**src/rtl/sal_dfi_cmd_decoder.sv**
```systemverilog
// sal_dfi_cmd_decoder: DDR2 DFI command decoder and protocol/timing checker.
// In: dfi_* command bus, t_* timing values (clk cycles), err_clr_i.
// Out: registered cmd_*, bank_open_o, err_pulse_o, sticky err_o/err_code_o.
module sal_dfi_cmd_decoder #(
  parameter int NUM_BANKS = 4,
  parameter int ADDR_W    = 14,
  parameter int TW        = 8,
  parameter int BA_W      = $clog2(NUM_BANKS)
) (
  input  logic                 clk,
  input  logic                 rst_n,
  input  logic                 dfi_cke,
  input  logic                 dfi_cs_n,
  input  logic                 dfi_ras_n,
  input  logic                 dfi_cas_n,
  input  logic                 dfi_we_n,
  input  logic [BA_W-1:0]      dfi_ba,
  input  logic [ADDR_W-1:0]    dfi_addr,
  input  logic [TW-1:0]        t_rcd,
  input  logic [TW-1:0]        t_rp,
  input  logic [TW-1:0]        t_ras,
  input  logic [TW-1:0]        t_rfc,
  input  logic [TW-1:0]        t_rtp,
  input  logic [TW-1:0]        t_wtp,
  input  logic [TW-1:0]        t_rrd,
  input  logic [TW-1:0]        t_ccd,
  input  logic                 err_clr_i,
  output logic                 cmd_valid_o,
  output logic [2:0]           cmd_o,
  output logic [BA_W-1:0]      cmd_ba_o,
  output logic [ADDR_W-1:0]    cmd_addr_o,
  output logic [NUM_BANKS-1:0] bank_open_o,
  output logic                 err_pulse_o,
  output logic                 err_o,
  output logic [3:0]           err_code_o
);

  typedef enum logic [2:0] {
    C_NOP  = 3'd0,
    C_ACT  = 3'd1,
    C_RD   = 3'd2,
    C_WR   = 3'd3,
    C_PRE  = 3'd4,
    C_PREA = 3'd5,
    C_REF  = 3'd6,
    C_MRS  = 3'd7
  } cmd_e;

  // Counters hold t-1 after the command edge, so a value of 0
  // means the constraint is met on the next sampled command.
  function automatic logic [TW-1:0] sat_dec(input logic [TW-1:0] v);
    return (v == '0) ? '0 : v - 1'b1;
  endfunction

  logic [NUM_BANKS-1:0] open_q, open_d;
  logic [TW-1:0] rcd_q [NUM_BANKS];
  logic [TW-1:0] rcd_d [NUM_BANKS];
  logic [TW-1:0] rp_q  [NUM_BANKS];
  logic [TW-1:0] rp_d  [NUM_BANKS];
  logic [TW-1:0] ras_q [NUM_BANKS];
  logic [TW-1:0] ras_d [NUM_BANKS];
  logic [TW-1:0] rtp_q [NUM_BANKS];
  logic [TW-1:0] rtp_d [NUM_BANKS];
  logic [TW-1:0] wtp_q [NUM_BANKS];
  logic [TW-1:0] wtp_d [NUM_BANKS];
  logic [TW-1:0] rfc_q, rfc_d;
  logic [TW-1:0] rrd_q, rrd_d;
  logic [TW-1:0] ccd_q, ccd_d;

  logic              valid_q, valid_d;
  cmd_e              cmd_q, cmd_d;
  logic [BA_W-1:0]   ba_q, ba_d;
  logic [ADDR_W-1:0] addr_q, addr_d;
  logic              pulse_q, pulse_d;
  logic              err_q, err_d;
  logic [3:0]        code_q, code_d;

  cmd_e        cmd;
  logic        illegal;
  logic        pdn;
  logic        col;
  logic        any_open;
  logic        any_rp;
  logic        pre_ras, pre_rtp, pre_wtp;
  logic [14:1] err_vec;
  logic [3:0]  code;

  always_comb begin
    cmd     = C_NOP;
    illegal = 1'b0;
    pdn     = 1'b0;
    if (!dfi_cs_n) begin
      if (!dfi_cke) begin
        pdn = 1'b1;
      end else begin
        case ({dfi_ras_n, dfi_cas_n, dfi_we_n})
          3'b000:  cmd = C_MRS;
          3'b001:  cmd = C_REF;
          3'b010:  cmd = dfi_addr[10] ? C_PREA : C_PRE;
          3'b011:  cmd = C_ACT;
          3'b100:  cmd = C_WR;
          3'b101:  cmd = C_RD;
          3'b110:  illegal = 1'b1;
          default: cmd = C_NOP;
        endcase
      end
    end
  end

  always_comb begin
    col      = (cmd == C_RD) || (cmd == C_WR);
    any_open = |open_q;
    any_rp   = 1'b0;
    pre_ras  = 1'b0;
    pre_rtp  = 1'b0;
    pre_wtp  = 1'b0;
    for (int b = 0; b < NUM_BANKS; b++) begin
      any_rp = any_rp | (rp_q[b] != '0);
      // PREA checks every open bank; PRE only the addressed one
      if (open_q[b] && ((cmd == C_PREA) ||
          (cmd == C_PRE && dfi_ba == BA_W'(b)))) begin
        pre_ras = pre_ras | (ras_q[b] != '0);
        pre_rtp = pre_rtp | (rtp_q[b] != '0);
        pre_wtp = pre_wtp | (wtp_q[b] != '0);
      end
    end

    err_vec     = '0;
    err_vec[1]  = (cmd == C_ACT) && open_q[dfi_ba];
    err_vec[2]  = col && !open_q[dfi_ba];
    err_vec[3]  = col && (rcd_q[dfi_ba] != '0);
    err_vec[4]  = ((cmd == C_ACT) && (rp_q[dfi_ba] != '0)) ||
                  ((cmd == C_REF) && any_rp);
    err_vec[5]  = pre_ras;
    err_vec[6]  = pre_rtp;
    err_vec[7]  = pre_wtp;
    err_vec[8]  = ((cmd == C_ACT) || (cmd == C_REF)) && (rfc_q != '0);
    err_vec[9]  = (cmd == C_ACT) && (rrd_q != '0);
    err_vec[10] = col && (ccd_q != '0);
    err_vec[11] = ((cmd == C_REF) || (cmd == C_MRS)) && any_open;
    err_vec[12] = illegal;
    err_vec[13] = pdn;
    err_vec[14] = col && dfi_addr[10];

    // descending scan so the lowest set code is the one kept
    code = '0;
    for (int i = 14; i >= 1; i--) begin
      if (err_vec[i]) code = 4'(i);
    end
  end

  always_comb begin
    open_d = open_q;
    rfc_d  = sat_dec(rfc_q);
    rrd_d  = sat_dec(rrd_q);
    ccd_d  = sat_dec(ccd_q);
    for (int b = 0; b < NUM_BANKS; b++) begin
      rcd_d[b] = sat_dec(rcd_q[b]);
      rp_d[b]  = sat_dec(rp_q[b]);
      ras_d[b] = sat_dec(ras_q[b]);
      rtp_d[b] = sat_dec(rtp_q[b]);
      wtp_d[b] = sat_dec(wtp_q[b]);
    end
    case (cmd)
      C_ACT: begin
        open_d[dfi_ba] = 1'b1;
        rcd_d[dfi_ba]  = sat_dec(t_rcd);
        ras_d[dfi_ba]  = sat_dec(t_ras);
        rrd_d          = sat_dec(t_rrd);
      end
      C_RD: begin
        rtp_d[dfi_ba] = sat_dec(t_rtp);
        ccd_d         = sat_dec(t_ccd);
      end
      C_WR: begin
        wtp_d[dfi_ba] = sat_dec(t_wtp);
        ccd_d         = sat_dec(t_ccd);
      end
      C_PRE: begin
        open_d[dfi_ba] = 1'b0;
        rp_d[dfi_ba]   = sat_dec(t_rp);
      end
      C_PREA: begin
        open_d = '0;
        for (int b = 0; b < NUM_BANKS; b++) begin
          rp_d[b] = sat_dec(t_rp);
        end
      end
      C_REF:   rfc_d = sat_dec(t_rfc);
      default: ;
    endcase

    valid_d = (cmd != C_NOP);
    cmd_d   = cmd;
    ba_d    = valid_d ? dfi_ba : '0;
    addr_d  = valid_d ? dfi_addr : '0;
    pulse_d = |err_vec;

    // a clear in the same cycle as a new error re-arms capture
    err_d  = err_q;
    code_d = code_q;
    if (pulse_d && (!err_q || err_clr_i)) begin
      err_d  = 1'b1;
      code_d = code;
    end else if (err_clr_i) begin
      err_d  = 1'b0;
      code_d = '0;
    end
  end

  always_ff @(posedge clk or negedge rst_n) begin
    if (!rst_n) begin
      open_q  <= '0;
      rfc_q   <= '0;
      rrd_q   <= '0;
      ccd_q   <= '0;
      for (int b = 0; b < NUM_BANKS; b++) begin
        rcd_q[b] <= '0;
        rp_q[b]  <= '0;
        ras_q[b] <= '0;
        rtp_q[b] <= '0;
        wtp_q[b] <= '0;
      end
      valid_q <= 1'b0;
      cmd_q   <= C_NOP;
      ba_q    <= '0;
      addr_q  <= '0;
      pulse_q <= 1'b0;
      err_q   <= 1'b0;
      code_q  <= '0;
    end else begin
      open_q  <= open_d;
      rfc_q   <= rfc_d;
      rrd_q   <= rrd_d;
      ccd_q   <= ccd_d;
      for (int b = 0; b < NUM_BANKS; b++) begin
        rcd_q[b] <= rcd_d[b];
        rp_q[b]  <= rp_d[b];
        ras_q[b] <= ras_d[b];
        rtp_q[b] <= rtp_d[b];
        wtp_q[b] <= wtp_d[b];
      end
      valid_q <= valid_d;
      cmd_q   <= cmd_d;
      ba_q    <= ba_d;
      addr_q  <= addr_d;
      pulse_q <= pulse_d;
      err_q   <= err_d;
      code_q  <= code_d;
    end
  end

  assign cmd_valid_o = valid_q;
  assign cmd_o       = cmd_q;
  assign cmd_ba_o    = ba_q;
  assign cmd_addr_o  = addr_q;
  assign bank_open_o = open_q;
  assign err_pulse_o = pulse_q;
  assign err_o       = err_q;
  assign err_code_o  = code_q;

endmodule
```
**config.mk**
```make
export PLATFORM = sky130hd
export DESIGN_NAME = sal_dfi_cmd_decoder
export DESIGN_NICKNAME = d
export VERILOG_FILES = /design/src/rtl/sal_dfi_cmd_decoder.sv
export SDC_FILE = /design/constraint.sdc
export NUM_CORES = 1
export LEC_CHECK = 0
export CAP_MARGIN = 20
export CELL_PAD_IN_SITES_DETAIL_PLACEMENT = 1
export CELL_PAD_IN_SITES_GLOBAL_PLACEMENT = 2
export CORE_AREA = 5 5 156 218
export DETAILED_ROUTE_END_ITERATION = 7
export DIE_AREA = 0 0 161 223
export PLACE_DENSITY = 0.91
export SETUP_SLACK_MARGIN = 0.05
export SLEW_MARGIN = 20
export SYNTH_ARGS = -nofsm -noshare
export SYNTH_HDL_FRONTEND = slang
export SYNTH_SLANG_ARGS = --single-unit
export TNS_END_PERCENT = 1
```
**constraint.sdc**
```tcl
create_clock -name clk -period 6 [get_ports clk]
set_input_delay 1.2 -clock clk [delete_from_list [all_inputs] [get_ports clk]]
set_output_delay 1.2 -clock clk [all_outputs]
set_load 0.005 [all_outputs]
```
==> impl_metrics.toml, run 1 <==
[run_status]
outcome = "finished clean"

[yosys]
synth.most_common_cell = "dfrtp_1"
synthCells = 1345
synth_compound_area_share_pct = 16.3
synth_edf_count = 0
synth_top_family_by_area = "simple AND/OR/NAND/NOR gates"
yosysWarnings = 0
yosys.area_share.simple_pct = 21.9
synth_area_per_cell_um2 = 9.12
yosysTopAreaCellShare_pct = 43.7
netlist_area_um2 = 12300
muxShareOfSynthArea_pct = 1.83
synth_top_cell_by_area = "dfrtp_1"
ys_seq_area_share_pct = 43.7
yosys.area_share.adder_pct = 3.67
ys_async_sr_fraction_pct = 100
synthXorXnorAreaFrac_pct = 9.00
ys_ff_latch = 214
synthTopCellsByArea = "dfrtp_1 (44%), xnor2_1 (5.5%), nand2_1 (4.5%)"
synth_ff_type = "dfrtp_1"
synth.distinct_cells = 69
syn_nets = 1469
synthTopCellsByCount = "dfrtp_1 (214), nand2_1 (146), nor2_1 (107)"

[timing]
tns_ns = 0
rsz0062_at_grt = "false"
clock.fmax_ghz = 0.265
setup_viol = 0
worst_clock_skew_ns = 0.00784
hold_viol = 0
min_period_ns = 3.77
period_share_pct = 62.8
slew_headroom_pct = 27.1
drv_slew = 0
worst_pin_slew_ns = 1.08

[drt]
drtIter0Drc = 412
ant_nets = 0
wire_per_inst_um = 18.8
drt_wl_total_um = 35300
dr.pass1.iters = 4
num_vias = 10539
drt-vias-per-instance = 5.61
drc = 0

[clocking]
cts_buffers = 24
clkSinkCount = 214
clockBufferDepth = 3
htree_levels = 1
clk_pin_slew_ns = 0.06
cts_setup_buffers = 0
hold_buffers = 0
clkLatencyLatePin_ns = 0.53
clk_root_buffer_cell = "clkbuf_16"
cts_resized = 0
cts_tree = "built"

[critical_path]
worst-r2r-cell-count = 9
worstPathRequired_ns = 6.45
end_kind = "flip-flop"
start_kind = "input pin"
r2r-start = "ras_q[24]$_DFF_PN0_"
r2r_end = "err_code_o[0]$_DFFE_PN0P_"
critPathArrivalTime_ns = 4.22
critical_path_class = "in -> reg"
cp_max_fo = 14
rrSetupSlack_ns = 2.91

[global_route]
grt_util_all_layers_pct = 19.5
grt_max_degree = 121
gr-total-overflow = 0
antenna_found_initial = 0
grtUsageMet1_pct = 22.6
met2_usage_pct = 37.1
use_met3_pct = 2.42
grt_pass1_wl_um = 58300
grt_busiest_layer = "met2"
grt_pass1_vias = 11482

[finish]
nets = 1584
fill_cells = 3698
stdcell_count = 1877
fin_util_pct = 45.9
areaGrowthSynthToFinish_pct = 19.8
drive_gt1_share_pct = 4.94
num_antenna_cells = 0

[place]
portBuffers = 117
dp_cells = 1834
globalplace.congestion = 0.834
dpl.hpwl_um = 26200

[floorplan]
die_w_um = 161
core_um2 = 32000
io_pins = 118
design.die.area_um2 = 35900
die_h_um = 223
num_rows = 78
start_util_pct = 38.3

[min_path]
holdPathEnd = "rcd_q[16]$_DFF_PN0_"
hp-start = "rcd_q[16]$_DFF_PN0_"
hold_path_class = "reg -> reg"
worstHoldPathCells = 1

[power_and_ir_drop]
ir_worst_vdd_mv = 0.232
leakagePower_nw = 5.98
power.total_mw = 6.55
power.density_nw_per_um2 = 446

[flow_run]
drv_cap = 0
critical path, stage by stage:
cell	delay (ns)
clkdlybuf4s50_1	0.71
and4bb_1	0.43
and3_1	0.38
a32o_2	0.34
a311oi_4	0.36
nand4_4	0.18
o31ai_4	0.39
mux2i_1	0.22
worst max-delay path by stage:
stage,from,end,slack [ns],cells past startpoint
after CTS,dfi_ras_n,err_code_o[0]$_DFFE_PN0P_,2.29,8
after floorplan,dfi_cas_n,err_o$_DFFE_PN0P_,2.70,9
final,dfi_ras_n,err_code_o[0]$_DFFE_PN0P_,2.23,8
after detailed placement,dfi_ras_n,err_code_o[1]$_DFFE_PN0P_,1.74,8
after global placement,dfi_ras_n,err_o$_DFFE_PN0P_,1.83,8
after global routing,dfi_we_n,err_code_o[3]$_DFFE_PN0P_,2.06,8
report_power, final:
part | switching (mW) | internal, mW
sequential | 0.641 | 2.11
clock | 0.616 | 0.908
combinational | 1.13 | 1.14
total | 2.39 | 4.16
flip-flops by register name (all words and copies together), names as in the netlist:
| register | count |
|---|---|
| bank_open_o | 4 |
| rfc_q | 8 |
| cmd_valid_o | 1 |
| ras_q | 32 |
| cmd_o | 3 |
| err_code_o | 4 |
| ccd_q | 8 |
| rtp_q | 32 |
| err_o | 1 |
| wtp_q | 32 |
| cmd_ba_o | 2 |
| rrd_q | 8 |
| rp_q | 32 |
| err_pulse_o | 1 |
| rcd_q | 32 |
| cmd_addr_o | 14 |
final cells by class:
type	count	area (um^2)	area share [%]
multi-input cells	1015	6480	44.1
flip-flops and latches	214	5360	36.4
repair buffers	127	1250	8.51
clock buffers	34	709	4.83
well taps	400	500	3.41
inverters	78	293	1.99
clock inverters	9	101	0.690
cells by family after synthesis:
group                      Yosys count
AOI/OAI and AO/OA                  302
xor gates and xnor gates           126
adders and majority gates           36
buffers and inverters              116
DFF                                214
muxes                               21
and+or+nand+nor                    530
cells in the final DEF (no fill, tap or decap), types with 8 or more instances in the layout:
master,synthesis,routed
nor2_1,107,107
mux2i_1,19,19
nor4_1,29,29
nor2b_1,20,20
o21a_1,8,8
nand2_1,146,146
inv_1,78,78
and3_1,9,9
a211oi_1,9,9
xor2_1,49,49
or3_1,19,19
buf_4,0,10
dfrtp_1,214,214
nor3_1,78,76
o32ai_1,9,9
ha_1,36,36
a21oi_1,45,45
clkdlybuf4s50_1,0,116
nand2b_1,21,21
xnor2_1,77,77
nand3_1,28,28
nor3b_1,13,13
o21ai_0,52,52
clkbuf_16,0,25
o31ai_1,57,57
and2_1,20,20
a21o_1,9,9
o22ai_1,80,80
through the flow:
stage,hold WS [ns],setup slack (ns),cell area [um^2]
2_1_floorplan,0.447,2.70,12300
3_3_place_gp,0.463,1.83,13900
3_5_place_dp,0.477,1.74,13900
4_1_cts,0.484,2.29,14700
5_1_grt,0.508,2.06,14700
6_report,0.478,2.23,14700
metal layers:
layer  routed length [um]  up-vias
met2                18800      158
met4                 1050        0
met1                14300     5270
li1                     -     5044
met3                 1110       67
met5                    0        -
(Power assumes the default switching activity.)
==> run 2, diff against run 1 <==
- CORE_AREA: 5 5 156 218 -> 5 5 169 237
- DIE_AREA: 0 0 161 223 -> 0 0 174 242
- PLACE_DENSITY: 0.91 -> 0.83
- clock period: 6 -> 3.4 ns (I/O delays scaled with it)
==> impl_metrics.toml, run 2 (synthesized netlist as in run 1, its figures left out) <==
[drt]
dr.pass1.iters = 4
ant_nets = 0
drc = 0
num_vias = 10659
drt_wl_total_um = 36400
wire_per_inst_um = 18.2
drt-vias-per-instance = 5.32
drtIter0Drc = 455

[timing]
period_share_pct = 87.5
hold_viol = 0
rsz0062_at_grt = "false"
setup_viol = 0
slew_headroom_pct = 42.9
tns_ns = 0
worst_pin_slew_ns = 0.850
worst_clock_skew_ns = 0.0122
drv_slew = 0
setup_slack_ns = 0.424
clock.fmax_ghz = 0.336
min_period_ns = 2.98

[global_route]
antenna_found_initial = 1
grt_pass1_wl_um = 59500
grt_pass1_vias = 11521
grt_util_all_layers_pct = 17.0
gr-total-overflow = 0
grt_max_degree = 77

[critical_path]
r2r-start = "ras_q[0]$_DFF_PN0_"
worst-r2r-cell-count = 10
r2r_end = "err_o$_DFFE_PN0P_"
end_kind = "flip-flop"
start_kind = "flip-flop"
critical_path_class = "reg -> reg"
crit_chain = "inv_1, ha_1, or4b_1, nor4_1, buf_4, nor2_1, a311oi_4, nand4_4, or3_4, nand2b_1"
critPathArrivalTime_ns = 3.40
critPathSlowestCell = "or4b_1"
worstPathRequired_ns = 3.83
rrSetupSlack_ns = 0.42
max_stage_delay_ns = 0.49
cp_max_fo = 3

[clocking]
hold_buffers = 0
clkLatencyLatePin_ns = 0.54
cts_tree = "built"
clockBufferDepth = 3
clkSinkCount = 214
cts_resized = 0
htree_levels = 1
cts_setup_buffers = 0
cts_buffers = 25
clk_root_buffer_cell = "clkbuf_16"
clk_pin_slew_ns = 0.06

[finish]
multi_input_area_um2 = 6480
seq_area_um2 = 5360
drive_gt1_share_pct = 8.00
layout_common_cells = "dfrtp_1 (214), nand2_1 (146), clkdlybuf4s50_1 (116), nor2_1 (107), o22ai_1 (80)"
nets = 1630
areaGrowthSynthToFinish_pct = 23.8
final_common_cell = "dfrtp_1"
fill_cells = 4376

[place]
dpl_worst_slack_ns = 0.106
dpl.hpwl_um = 27600
globalplace.congestion = 0.845
portBuffers = 117

[min_path]
hold_path_class = "in -> async"

[flow_run]
drv_cap = 0

[floorplan]
design.die.area_um2 = 42100
start_util_pct = 32.4
num_rows = 85
die_w_um = 174
core_um2 = 37900
die_h_um = 242
io_pins = 118

[run_status]
outcome = "finished clean"

[power_and_ir_drop]
ir_worst_vdd_mv = 0.363
leakagePower_nw = 6.23
power.density_nw_per_um2 = 768
## run 2: per-stage QoR
| stage | utilization (%) | power, mW | cell area, um^2 | hold slack (ns) | cells |
|---|---|---|---|---|---|
| 5_1_grt | 40.1 | 12.6 | 15200 | 0.111 | 2004 |
| 3_5_place_dp | 37.9 | 8.90 | 14300 | 0.478 | 1957 |
| 3_3_place_gp | 37.9 | 8.66 | 14300 | 0.466 | 1957 |
| 6_report | 40.1 | 11.7 | 15200 | 0.0670 | 2004 |
| 2_1_floorplan | - | 7.65 | 12300 | 0.384 | 1345 |
| 4_1_cts | 40.1 | 11.8 | 15200 | 0.0899 | 2003 |
## run 2: layout make-up
cell class,count,share of cell area (%)
tap,478,3.94
antenna,1,0.0165
timing repair buffer,172,10.6
clock buffer,31,4.53
inverter,78,1.93
multi-input combinational,1015,42.7
clock inverter,15,1.05
sequential,214,35.3
## run 2: worst max-delay path, delay by kind of cell, from the launching register on
family	cells	cell delay, ns
AND/OR/NAND/NOR	6	1.69
buffers and inverters	2	0.28
AO/OA/AOI/OAI	1	0.32
adder cells (fa/ha/maj)	1	0.18
flip-flops	1	0.40
## run 2: report_power, final
part | switching [mW] | total, mW | internal, mW
sequential | 1.12 | 4.85 | 3.73
combinational | 1.98 | 4.02 | 2.05
clock | 1.12 | 2.79 | 1.66
## run 2: worst max-delay path by stage
stage                                endpoint  cells after the start  slack (ns)               start
floorplan                   err_o$_DFFE_PN0P_                      9        0.62           dfi_cas_n
global placement            err_o$_DFFE_PN0P_                      8        0.12           dfi_cas_n
detailed placement          err_o$_DFFE_PN0P_                      8        0.11           dfi_ras_n
CTS                         err_o$_DFFE_PN0P_                      9        0.39  wtp_q[0]$_DFF_PN0_
global route        err_code_o[2]$_DFFE_PN0P_                     10        0.21  ras_q[0]$_DFF_PN0_
finish                      err_o$_DFFE_PN0P_                     10        0.42  ras_q[0]$_DFF_PN0_
## run 2: per-layer routing
metal | routed length, um | share of wire (%) | global-route usage (%)
met1 | 14600 | 40 | 19.4
met2 | 19600 | 54 | 32.5
met3 | 1030 | 2.8 | 1.78
met4 | 1150 | 3.2 | 5.99
met5 | 0 | 0 | 0
